### src/rtl/prco_led_pkg.sv
// Shared register map, CTRL bit indices, reset values and FSM state type for the LED port.
package prco_led_pkg;

    localparam int unsigned DATA_W = 16;
    localparam int unsigned LED_W  = 8;
    localparam int unsigned ADDR_W = 2;

    localparam logic [ADDR_W-1:0] ADDR_DATA     = 2'd0;
    localparam logic [ADDR_W-1:0] ADDR_CTRL     = 2'd1;
    localparam logic [ADDR_W-1:0] ADDR_PRESCALE = 2'd2;
    localparam logic [ADDR_W-1:0] ADDR_TOGGLE   = 2'd3;

    localparam int unsigned CTRL_BLINK_EN = 0;
    localparam int unsigned CTRL_INVERT   = 1;

    localparam logic [DATA_W-1:0] PRESCALE_RST = 16'hFFFF;
    localparam logic [LED_W-1:0]  BRIGHT_RST   = 8'hFF;

    typedef enum logic {
        ST_IDLE = 1'b0,
        ST_ACK  = 1'b1
    } state_e;

endpackage

### src/rtl/prco_led_blink.sv
// Blink prescaler: counts 0..prescale while enabled and toggles phase on each wrap.
module prco_led_blink
    import prco_led_pkg::*;
(
    input  logic              clk50,
    input  logic              rst,
    input  logic              en,
    input  logic              load,
    input  logic [DATA_W-1:0] prescale,
    output logic              phase
);

    logic [DATA_W-1:0] cnt;

    // load restarts the blink pattern from a known point; en=0 freezes both
    always_ff @(posedge clk50 or posedge rst) begin
        if (rst) begin
            cnt   <= '0;
            phase <= 1'b0;
        end else if (load) begin
            cnt   <= '0;
            phase <= 1'b0;
        end else if (en) begin
            if (cnt == prescale) begin
                cnt   <= '0;
                phase <= ~phase;
            end else begin
                cnt <= cnt + DATA_W'(1);
            end
        end
    end

endmodule

### src/rtl/prco_led_port.sv
// Bus-mapped LED port with blink and invert; optional PWM brightness under PRCO_LED_PWM_EN.
module prco_led_port
    import prco_led_pkg::*;
(
    input  logic              clk50,
    input  logic              rst,
    input  logic              req,
    input  logic              we,
    input  logic [ADDR_W-1:0] addr,
    input  logic [DATA_W-1:0] wdata,
    output logic              ack,
    output logic [DATA_W-1:0] rdata,
    output logic [LED_W-1:0]  LEDS
);

    state_e            state;
    logic [LED_W-1:0]  data;
    logic [1:0]        ctrl;
    logic [DATA_W-1:0] prescale;
    logic              phase;
    logic              acc_c;
    logic              wr_c;
    logic              load_c;
    logic [DATA_W-1:0] rd_mux_c;
    logic [LED_W-1:0]  led_next_c;

    assign acc_c  = (state == ST_IDLE) && req;
    assign wr_c   = acc_c && we;
    assign load_c = wr_c && (addr == ADDR_PRESCALE);

`ifdef PRCO_LED_PWM_EN
    logic [LED_W-1:0] bright;
    logic [LED_W-1:0] pwmcnt;

    // free-running PWM ramp and brightness register in the upper byte of TOGGLE
    always_ff @(posedge clk50 or posedge rst) begin
        if (rst) begin
            bright <= BRIGHT_RST;
            pwmcnt <= '0;
        end else begin
            pwmcnt <= pwmcnt + LED_W'(1);
            if (wr_c && (addr == ADDR_TOGGLE))
                bright <= wdata[15:8];
        end
    end
`endif

    always_comb begin
        rd_mux_c = '0;
        case (addr)
            ADDR_DATA:     rd_mux_c = DATA_W'(data);
            ADDR_CTRL:     rd_mux_c = DATA_W'(ctrl);
            ADDR_PRESCALE: rd_mux_c = prescale;
`ifdef PRCO_LED_PWM_EN
            ADDR_TOGGLE:   rd_mux_c = {bright, 8'h00};
`else
            ADDR_TOGGLE:   rd_mux_c = '0;
`endif
            default:       rd_mux_c = '0;
        endcase
    end

    always_comb begin
        led_next_c = (data & {LED_W{phase | ~ctrl[CTRL_BLINK_EN]}}) ^ {LED_W{ctrl[CTRL_INVERT]}};
`ifdef PRCO_LED_PWM_EN
        if (pwmcnt >= bright)
            led_next_c = '0;
`endif
    end

    prco_led_blink u_blink (
        .clk50    (clk50),
        .rst      (rst),
        .en       (ctrl[CTRL_BLINK_EN]),
        .load     (load_c),
        .prescale (prescale),
        .phase    (phase)
    );

    // handshake FSM and register file; req is ignored in ACK to force an idle gap
    always_ff @(posedge clk50 or posedge rst) begin
        if (rst) begin
            state    <= ST_IDLE;
            ack      <= 1'b0;
            rdata    <= '0;
            data     <= '0;
            ctrl     <= '0;
            prescale <= PRESCALE_RST;
            LEDS     <= '0;
        end else begin
            LEDS  <= led_next_c;
            ack   <= 1'b0;
            rdata <= '0;
            case (state)
                ST_IDLE: begin
                    if (req) begin
                        state <= ST_ACK;
                        ack   <= 1'b1;
                        if (we) begin
                            case (addr)
                                ADDR_DATA:     data     <= wdata[7:0];
                                ADDR_CTRL:     ctrl     <= wdata[1:0];
                                ADDR_PRESCALE: prescale <= wdata;
                                ADDR_TOGGLE:   data     <= data ^ wdata[7:0];
                                default:       data     <= data;
                            endcase
                        end else begin
                            rdata <= rd_mux_c;
                        end
                    end
                end
                ST_ACK:  state <= ST_IDLE;
                default: state <= ST_IDLE;
            endcase
        end
    end

endmodule

### config.mk
export PLATFORM = sky130hd
export DESIGN_NAME = prco_led_port
export DESIGN_NICKNAME = d
export VERILOG_FILES = /design/src/rtl/prco_led_pkg.sv /design/src/rtl/prco_led_blink.sv /design/src/rtl/prco_led_port.sv
export SDC_FILE = /design/constraint.sdc
export NUM_CORES = 1
export LEC_CHECK = 0
export BUFFER_PORTS_ARGS = -buffer_cell sky130_fd_sc_hd__buf_2
export CAP_MARGIN = 0
export CORE_AREA = 2 2 78 80
export CTS_BUF_LIST = sky130_fd_sc_hd__clkbuf_8 sky130_fd_sc_hd__clkbuf_16
export CTS_CLUSTER_DIAMETER = 80
export DETAILED_ROUTE_END_ITERATION = 10
export DIE_AREA = 0 0 80 82
export HOLD_SLACK_MARGIN = 0.05
export PLACE_DENSITY = 0.78
export SLEW_MARGIN = 20
export SYNTH_ARGS = -nofsm -noshare
export SYNTH_HDL_FRONTEND = slang
export SYNTH_SLANG_ARGS = --single-unit
### constraint.sdc
create_clock -name clk50 -period 2.5 [get_ports clk50]
set_input_delay 0.25 -clock clk50 [delete_from_list [all_inputs] [get_ports clk50]]
set_output_delay 0.25 -clock clk50 [all_outputs]
set_load 0.02 [all_outputs]
==> impl_metrics.json, run 1 <==
{
  "die_area_sq_mm": 0.00656,
  "power_frac_comb_pct": 19.0,
  "synth.area.top_cells": "dfrtp_1 (41%), dfstp_2 (13%), nand2_1 (8.7%)",
  "skew_ns": 0.0113,
  "synth.distinct_cells": 36,
  "fin_crit_ns": 2.04,
  "hold_start": "wdata[15]",
  "synth.top_cell.area_share_pct": 41.3,
  "criticalPathCategory": "flop to flop",
  "seqPwrFrac_pct": 53.1,
  "die_w_um": 80,
  "cts_root_buf": "clkbuf_8",
  "wire_per_inst_um": 15.3,
  "grt_pass1_vias": 2352,
  "powerDensity_mw_per_mm2": 771,
  "drive_above_1_share_pct": 23.3,
  "cts_setup_buffers": 0,
  "final_cell_mix": "nand2_1 (73), dfrtp_1 (52), buf_2 (46)",
  "rows": 28,
  "ff2ff_path_depth": 5,
  "clock_path_buffers": 2,
  "antennaDiodeCount": 0,
  "syn2layout_area_growth_pct": 15.7,
  "post-synth-top-area-cell": "dfrtp_1",
  "drtPass1Iterations": 4,
  "clock_latency_ns": 0.35,
  "slew_viol_final": 0,
  "ant_nets": 0,
  "maxCapViolations": 0,
  "hold_path_end": "prescale[15]",
  "post_dp_cell_area_sq_mm": 0.00347,
  "crit_required_ns": 2.77,
  "p_leak_uw": 0.00183,
  "io_pins": 47,
  "grt_first_pass_wirelength_um": 11100,
  "power.share.clock_pct": 27.9,
  "hpwlAfterDp_um": 4860,
  "final_area_sq_mm": 0.00364,
  "numPortBuffers": 46,
  "syn-cell-area_sq_mm": 0.00315,
  "routed_wl_um": 6920,
  "coreArea_sq_mm": 0.00575,
  "cp-start-kind": "flop",
  "min_path_type": "input pin to flop",
  "synth_warnings": 0,
  "avgSynthCellArea_sq_um": 9.69,
  "antenna_found_initial": 0,
  "grt_max_degree": 47,
  "cp_max_fo": 10,
  "setup_slack_ns": 0.459,
  "drt_iter0_drc": 204,
  "cp.arrival_ns": 2.32,
  "hold_depth": 3,
  "start_util_pct": 54.8,
  "yosysSeqAreaShare_pct": 54.7,
  "grt_use_total_pct": 22.6,
  "hold_violations": 0,
  "htreeDepth": 3,
  "mostFrequentLayoutCell": "nand2_1",
  "finalCritPeriodShare_pct": 81.6,
  "internal_power_uw": 1900,
  "status": "completed",
  "worstMarginPinSlew_ns": 0.573,
  "cts_made_buffers": 9,
  "rsz0062_at_grt": "no",
  "synthCells": 325,
  "r2r-end": "u_blink.phase",
  "via_count": 2502,
  "r2r_slack_ns": 0.46,
  "tritoncts": "yes",
  "cts.sinks": 68,
  "ys_seq_elements": 68,
  "clkTransAtPathRegs_ns": 0.07,
  "end_kind": "flop",
  "grt-ovfl-total": 0,
  "max_freq_mhz": 490,
  "peakVddDrop_v": 0.000421,
  "switching_share_pct": 32.5,
  "finalSetupTns_ns": 0,
  "die_h_um": 82,
  "drc_errors": 0,
  "fin_nets": 399,
  "p_sw_uw": 912,
  "setup_viol": 0,
  "via_per_inst": 5.54,
  "syn_nets": 352,
  "gp_congestion": 0.871,
  "pre_cts_ws_ns": 0.526,
  "r2r_start": "prescale[15]",
  "relSlewSlack_pct": 61.8
}
-- metrics by stage --
step | total power (uW) | cells | hold slack (ns) | util, %
2_1_floorplan | 1840 | 325 | 0.333 | -
3_3_place_gp | 2000 | 435 | 0.294 | 60.3
3_5_place_dp | 2040 | 435 | 0.308 | 60.3
4_1_cts | 2810 | 452 | 0.0910 | 63.4
5_1_grt | 2950 | 452 | 0.0962 | 63.4
6_report | 2810 | 452 | 0.0920 | 63.4
-- what timing repair did --
action / CTS / global route
hold buffers: 1 / 0
hold endpoints to repair: 22 / 0
resized for setup: 0 / 0
endpoints found under the setup margin: 0 / 0
-- power by group through the flow --
stage / Sequential (uW) / Clock (uW) / Combinational, uW
global placement: 1490 / 0 / 513
CTS: 1490 / 787 / 540
global route: 1510 / 841 / 596
finish: 1490 / 783 / 535
detailed placement: 1510 / 0 / 533
floorplan: 1490 / 0 / 350
-- final cells by class --
cell class / instances / area, sq um
tap: 75 / 93.8
timing repair buffer: 54 / 305
inverter: 4 / 15.0
fill: 472 / 2100
multi-input combinational: 235 / 1340
clock buffer: 10 / 138
clock inverter: 6 / 31.3
sequential: 68 / 1720
-- worst max path at each step --
| stage | slack [ns] | start | depth (start not counted) | end |
|---|---|---|---|---|
| floorplan | 0.56 | rst | 1 | LEDS[0] |
| global placement | 0.55 | prescale[15] | 5 | u_blink.phase |
| detailed placement | 0.53 | prescale[15] | 5 | u_blink.phase |
| CTS | 0.51 | prescale[15] | 5 | u_blink.phase |
| global route | 0.36 | prescale[15] | 6 | u_blink.cnt[7] |
| finish | 0.46 | prescale[15] | 5 | u_blink.phase |
-- sequential cells by signal, summed over array words and instances (netlist names) --
register,count
prescale,16
u_blink.cnt,16
data,8
ack,1
ctrl,2
rdata,16
LEDS,8
u_blink.phase,1
-- kinds of logic (layout without fill, tap and decap cells) --
group / after synthesis / after routing / share of synthesized area, %
and+or+nand+nor: 154 / 154 / 22.2
adders and majority gates: 5 / 5 / 1.99
buffers and inverters: 22 / 74 / 2.78
xor gates and xnor gates: 35 / 35 / 9.73
muxes: 2 / 2 / 0.715
AOI/OAI and AO/OA: 39 / 39 / 7.87
DFF: 68 / 68 / 54.7
-- critical path: stages, from the launching register on --
cell	delay, ns
dfstp_2	0.58
xor2_1	0.08
nor4_1	0.45
nand4_2	0.34
or3_1	0.39
a21oi_1	0.14
-- cell usage after synthesis --
cell type and count:
nor3_1 1, dfrtp_1 52, clkbuf_1 14, o21ai_0 2, and3b_1 1, o21ai_1 1, a22oi_1 2, nand3_1 6
and4b_1 1, and3_1 9, o2111a_1 1, o311ai_0 1, nand4_1 8, mux2_2 2, inv_1 4, xnor2_1 9
nand2b_1 3, a311oi_1 8, nor2b_1 2, a31oi_1 2, nor4_1 5, nor2_1 37, nand4_2 1, buf_2 4
dfstp_2 16, o211ai_1 1, nand3b_1 1, and2_1 2, or3_1 1, and4_1 2, o21a_1 1, nand2_1 73
xor2_1 26, a21oi_1 20, nor4b_1 1, ha_1 5
-- routing by layer --
layer / up-vias / track usage [%] / share of wire [%] / wire (um)
met5: - / 0 / 0 / 0
met4: 0 / 10.2 / 2.6 / 178
met3: 22 / 5.16 / 5.7 / 396
met2: 86 / 35.8 / 49 / 3360
met1: 1206 / 29.8 / 43 / 2980
li1: 1188 / - / - / -
Note: power is estimated with default switching activity, not from simulation.
==> run 2: changes to the inputs <==
--- a/config.mk
+++ b/config.mk
@@ -7,13 +7,13 @@
 export LEC_CHECK = 0
 export BUFFER_PORTS_ARGS = -buffer_cell sky130_fd_sc_hd__buf_2
 export CAP_MARGIN = 0
-export CORE_AREA = 2 2 78 80
+export CORE_AREA = 2 2 82 84
 export CTS_BUF_LIST = sky130_fd_sc_hd__clkbuf_8 sky130_fd_sc_hd__clkbuf_16
 export CTS_CLUSTER_DIAMETER = 80
 export DETAILED_ROUTE_END_ITERATION = 10
-export DIE_AREA = 0 0 80 82
+export DIE_AREA = 0 0 84 86
 export HOLD_SLACK_MARGIN = 0.05
-export PLACE_DENSITY = 0.78
+export PLACE_DENSITY = 0.74
 export SLEW_MARGIN = 20
 export SYNTH_ARGS = -nofsm -noshare
 export SYNTH_HDL_FRONTEND = slang
==> constraint.sdc (replaced) <==
create_clock -name clk50 -period 1.75 [get_ports clk50]
set_input_delay 0.175 -clock clk50 [delete_from_list [all_inputs] [get_ports clk50]]
set_output_delay 0.175 -clock clk50 [all_outputs]
set_load 0.02 [all_outputs]
==> impl_metrics.json, run 2 (synthesis results as in run 1) <==
{
  "numPortBuffers": 46,
  "setup_slack_ns": -0.0529,
  "drc_errors": 0,
  "grt_pass1_vias": 2686,
  "die_h_um": 86,
  "crit_start": "prescale[12]",
  "clkTransAtPathRegs_ns": 0.08,
  "skew_ns": 0.0110,
  "finalSetupTns_ns": -0.239,
  "die_w_um": 84,
  "multi_input_area_sq_mm": 0.00139,
  "antenna_found_initial": 0,
  "peakVddDrop_v": 0.000837,
  "crit_required_ns": 2.03,
  "r2r-end": "u_blink.phase",
  "grt_first_pass_wirelength_um": 13200,
  "powerDensity_mw_per_mm2": 1110,
  "antennaDiodeCount": 0,
  "max_freq_mhz": 555,
  "coreArea_sq_mm": 0.00628,
  "cp-start-kind": "flop",
  "r2r_slack_ns": -0.05,
  "die_area_sq_mm": 0.00722,
  "ff2ff_path_depth": 6,
  "hpwlAfterDp_um": 5130,
  "regArea_sq_mm": 0.00172,
  "hold_depth": 3,
  "maxCapViolations": 0,
  "tritoncts": "yes",
  "io_pins": 47,
  "start_util_pct": 50.2,
  "end_kind": "flop",
  "hold_path_end": "prescale[0]",
  "hold_start": "wdata[0]",
  "worst_hold_slack_ns": 0.0636,
  "ant_nets": 0,
  "grt_use_total_pct": 23.7,
  "min_path_type": "input pin to flop",
  "drt_iter0_drc": 184,
  "num-fill-cells": 469,
  "htreeDepth": 3,
  "clock_latency_ns": 0.36,
  "p_leak_uw": 0.00205,
  "mostFrequentLayoutCell": "nand2_1",
  "gp_congestion": 0.841,
  "final_area_sq_mm": 0.00410,
  "final_cell_mix": "nand2_1 (73), dfrtp_1 (52), buf_2 (46)",
  "via_per_inst": 5.42,
  "criticalPathCategory": "flop to flop",
  "routed_wl_um": 7800,
  "setup_viol": 12,
  "hold_violations": 0,
  "drtPass1Iterations": 5,
  "cts_root_buf": "clkbuf_8",
  "grt_max_degree": 69,
  "cp_max_fo": 5,
  "rsz0062_at_grt": "yes",
  "rows": 29,
  "r2r_start": "prescale[12]",
  "grt-ovfl-total": 0,
  "worstMarginPinSlew_ns": 0.552,
  "clock_path_buffers": 2,
  "finalCritPeriodShare_pct": 103,
  "power_uw": 4550,
  "fin_crit_ns": 1.80,
  "violations": "setup timing",
  "status": "complete, but fails checks",
  "top_regs": "prescale: 16 flops, rdata: 16 flops, u_blink.cnt: 16 flops",
  "cp.arrival_ns": 2.09,
  "fin_nets": 441,
  "post_dp_cell_area_sq_mm": 0.00366,
  "cts.sinks": 68,
  "via_count": 2686,
  "relSlewSlack_pct": 63.2,
  "syn2layout_area_growth_pct": 30.2,
  "wire_per_inst_um": 15.7,
  "cts_made_buffers": 9,
  "slew_viol_final": 0,
  "drive_above_1_share_pct": 29.1
}
-- run 2: cell count changes in the layout (fill, tap and decap cells not counted), moves of 2 or more --
cell           change
buf_4             +26
nor4_2             +4
dlygate4sd3_1     +15
nor4_1             -4
bufinv_16          +2
clkinvlp_4         +2
clkinv_2           -3
-- run 2: layout make-up --
cell class	instances	area share (%)
flip-flops and latches	68	42.0
multi-input cells	235	33.8
repair buffers	96	16.1
clock buffers	9	3.02
well taps	77	2.35
clock inverters	7	2.26
inverters	4	0.458
-- run 2: worst max-delay path, stage by stage (launching register included) --
cell	delay (ns)
dfstp_2	0.55
xor2_1	0.08
nor4_2	0.32
buf_4	0.17
nand4_4	0.12
or3_1	0.34
a21oi_1	0.15
-- run 2: power breakdown --
part / total, uW / internal [uW] / switching (uW)
sequential: 2060 / 1860 / 208
clock: 1410 / 796 / 619
combinational: 1070 / 478 / 588
total: 4550 / 3130 / 1420
-- run 2: worst max-delay path by stage --
stage,to,slack [ns],cells past startpoint
6_report,u_blink.phase,-0.05,6
5_1_grt,u_blink.phase,-0.17,6
4_1_cts,u_blink.phase,-0.06,6
3_5_place_dp,u_blink.cnt[7],-0.04,7
3_3_place_gp,u_blink.cnt[5],-0.03,7
2_1_floorplan,u_blink.cnt[11],0.07,6
-- run 2: routing by layer --
layer	global-route usage, %	up-vias	part of all wire (%)
met4	10.3	0	1.7
li1	-	1269	-
met1	32.0	1327	44
met3	6.26	12	5.1
met2	36.4	78	49
met5	0	-	0
-- run 2: what timing repair did --
action,CTS,global route
pin swaps,1,1
hold buffers,16,0
endpoints found under the hold margin,72,0
resized for setup,5,4
buffers inserted,1,1
endpoints found under the setup margin,12,17
cloned,0,0
-- run 2: through the flow --
| step | cells | setup WS, ns | util [%] |
|---|---|---|---|
| after floorplan | 325 | 0.0659 | - |
| after global placement | 462 | -0.0306 | 58.3 |
| after detailed placement | 462 | -0.0440 | 58.3 |
| after CTS | 495 | -0.0594 | 64.9 |
| after global routing | 496 | -0.175 | 65.3 |
| final | 496 | -0.0529 | 65.3 |
==> run 3: changes to the inputs <==
==> constraint.sdc (replaced) <==
create_clock -name clk50 -period 1.5 [get_ports clk50]
set_input_delay 0.15 -clock clk50 [delete_from_list [all_inputs] [get_ports clk50]]
set_output_delay 0.15 -clock clk50 [all_outputs]
set_load 0.1 [all_outputs]
==> impl_metrics.json, run 3 (synthesis results as in run 1) <==
{
  "status": "complete, but fails checks",
  "violations": "setup timing",
  "crit_start": "prescale[10]",
  "p_leak_uw": 0.00216,
  "criticalPathCategory": "flop to flop",
  "met2_usage_pct": 36.8,
  "pre_cts_ws_ns": -0.308,
  "slew_viol_final": 0,
  "grt_pass1_vias": 2775,
  "end_kind": "flop",
  "finalCritPeriodShare_pct": 119,
  "mostFrequentLayoutCell": "nand2_1",
  "clkTransAtPathRegs_ns": 0.07,
  "slowest_delay_ns": 0.57,
  "grt_max_degree": 28,
  "hpwlAfterDp_um": 5410,
  "coreArea_sq_mm": 0.00628,
  "grtUsageMet1_pct": 31.4,
  "fin_crit_ns": 1.79,
  "top_usage_layer": "met2",
  "relSlewSlack_pct": 67.1,
  "via_count": 2747,
  "gp_congestion": 0.895,
  "fin_nets": 463,
  "antennaDiodeCount": 0,
  "die_h_um": 86,
  "cts_made_buffers": 9,
  "crit_required_ns": 1.79,
  "drive_above_1_share_pct": 33.6,
  "post_dp_cell_area_sq_mm": 0.00383,
  "rsz0062_at_grt": "yes",
  "peakVddDrop_v": 0.00135,
  "path_cells": "xor2_1, nor4_2, nand4_4, or3_4, a21oi_4",
  "cts_root_buf": "clkbuf_8",
  "hold_start": "req",
  "drc_errors": 0,
  "drtPass1Iterations": 5,
  "cp.arrival_ns": 2.07,
  "grtUsageMet3_pct": 5.49,
  "grt_first_pass_wirelength_um": 13100,
  "htreeDepth": 3,
  "cp_max_fo": 4,
  "setup_slack_ns": -0.286,
  "min_path_type": "input pin to flop",
  "hold_violations": 0,
  "powerDensity_mw_per_mm2": 1320,
  "r2r_start": "prescale[10]",
  "grt_use_total_pct": 23.3,
  "slowest_stage": "dfstp_2",
  "clock_path_buffers": 2,
  "drt_iter0_drc": 153,
  "die_area_sq_mm": 0.00722,
  "via_per_inst": 5.30,
  "grt-ovfl-total": 0,
  "routed_wl_um": 7820,
  "syn2layout_area_growth_pct": 35.8,
  "die_w_um": 84,
  "start_util_pct": 50.2,
  "worstMarginPinSlew_ns": 0.497,
  "maxCapViolations": 0,
  "cp-start-kind": "flop",
  "setup_viol": 17,
  "cts.sinks": 68,
  "skew_ns": 0.00721,
  "max_freq_mhz": 560,
  "tritoncts": "yes",
  "clock_latency_ns": 0.35,
  "antenna_found_initial": 0,
  "io_pins": 47,
  "wire_per_inst_um": 15.1,
  "top_regs": "prescale: 16 flops, rdata: 16 flops, u_blink.cnt: 16 flops",
  "numPortBuffers": 46,
  "ant_nets": 0,
  "final_area_sq_mm": 0.00428,
  "final_cell_mix": "nand2_1 (73), dfrtp_1 (51), buf_4 (51)",
  "rows": 29
}
-- run 3: cell count changes in the layout (fill, tap and decap cells not counted), moves of 2 or more --
cell / before / now
buf_4: 32 / 51
clkbuf_8: 9 / 12
buf_6: 1 / 3
bufinv_16: 2 / 0
clkinv_2: 1 / 3
-- run 3: cell type report --
class                   count  area, sq um
clock buffers              12          165
clock inverters             4         22.5
fillers                   452         2000
inverters                   4         18.8
multi-input cells         235         1410
flip-flops and latches     68         1730
well taps                  77         96.3
repair buffers            118          837
-- run 3: worst paths after layout --
path | to | slack, ns | depth (start not counted)
min reg2reg | prescale[15] | 0.48 | 2
min in group asynchronous | ack | 0.35 | 3
min | ack | 0.22 | 3
max in group asynchronous | LEDS[0] | 0.52 | 4
max | u_blink.phase | -0.29 | 5
max reg2reg | u_blink.phase | -0.29 | 5
-- run 3: per-layer routing --
layer / vias up / part of all wire [%] / wire [um]
li1: 1312 / - / -
met1: 1330 / 45 / 3490
met2: 83 / 48 / 3730
met3: 22 / 5.3 / 414
met4: 0 / 2.4 / 189
met5: - / 0 / 0
-- run 3: where the power goes --
part           switching, uW  internal (uW)
combinational           1220            637
sequential               195           2170
clock                    691            726
total                   2100           3530
-- run 3: critical path, delay by kind of cell, from the launching register on --
| family | cells | cell delay, ns |
|---|---|---|
| AOI/OAI and AO/OA | 1 | 0.12 |
| xor gates and xnor gates | 1 | 0.09 |
| DFF | 1 | 0.57 |
| and+or+nand+nor | 3 | 0.94 |
-- run 3: stage by stage --
step	power (uW)	setup TNS [ns]	util, %	hold WS (ns)	cells
after floorplan	3520	-3.26	-	0.233	325
after global placement	4070	-2.96	61.0	0.186	484
after detailed placement	4120	-4.17	61.0	0.196	484
after CTS	5610	-3.89	67.5	0.215	518
after global routing	5870	-6.35	68.1	0.233	518
final	5640	-4.30	68.1	0.221	518
-- run 3: what timing repair did --
| item | in CTS | in global routing |
|---|---|---|
| hold buffers | 17 | 0 |
| gates resized for setup | 8 | 10 |
| setup buffers | 0 | 0 |
| setup endpoints to repair | 18 | 20 |
| pin swaps | 0 | 2 |
| endpoints found under the hold margin | 35 | 0 |
| gates cloned | 1 | 0 |
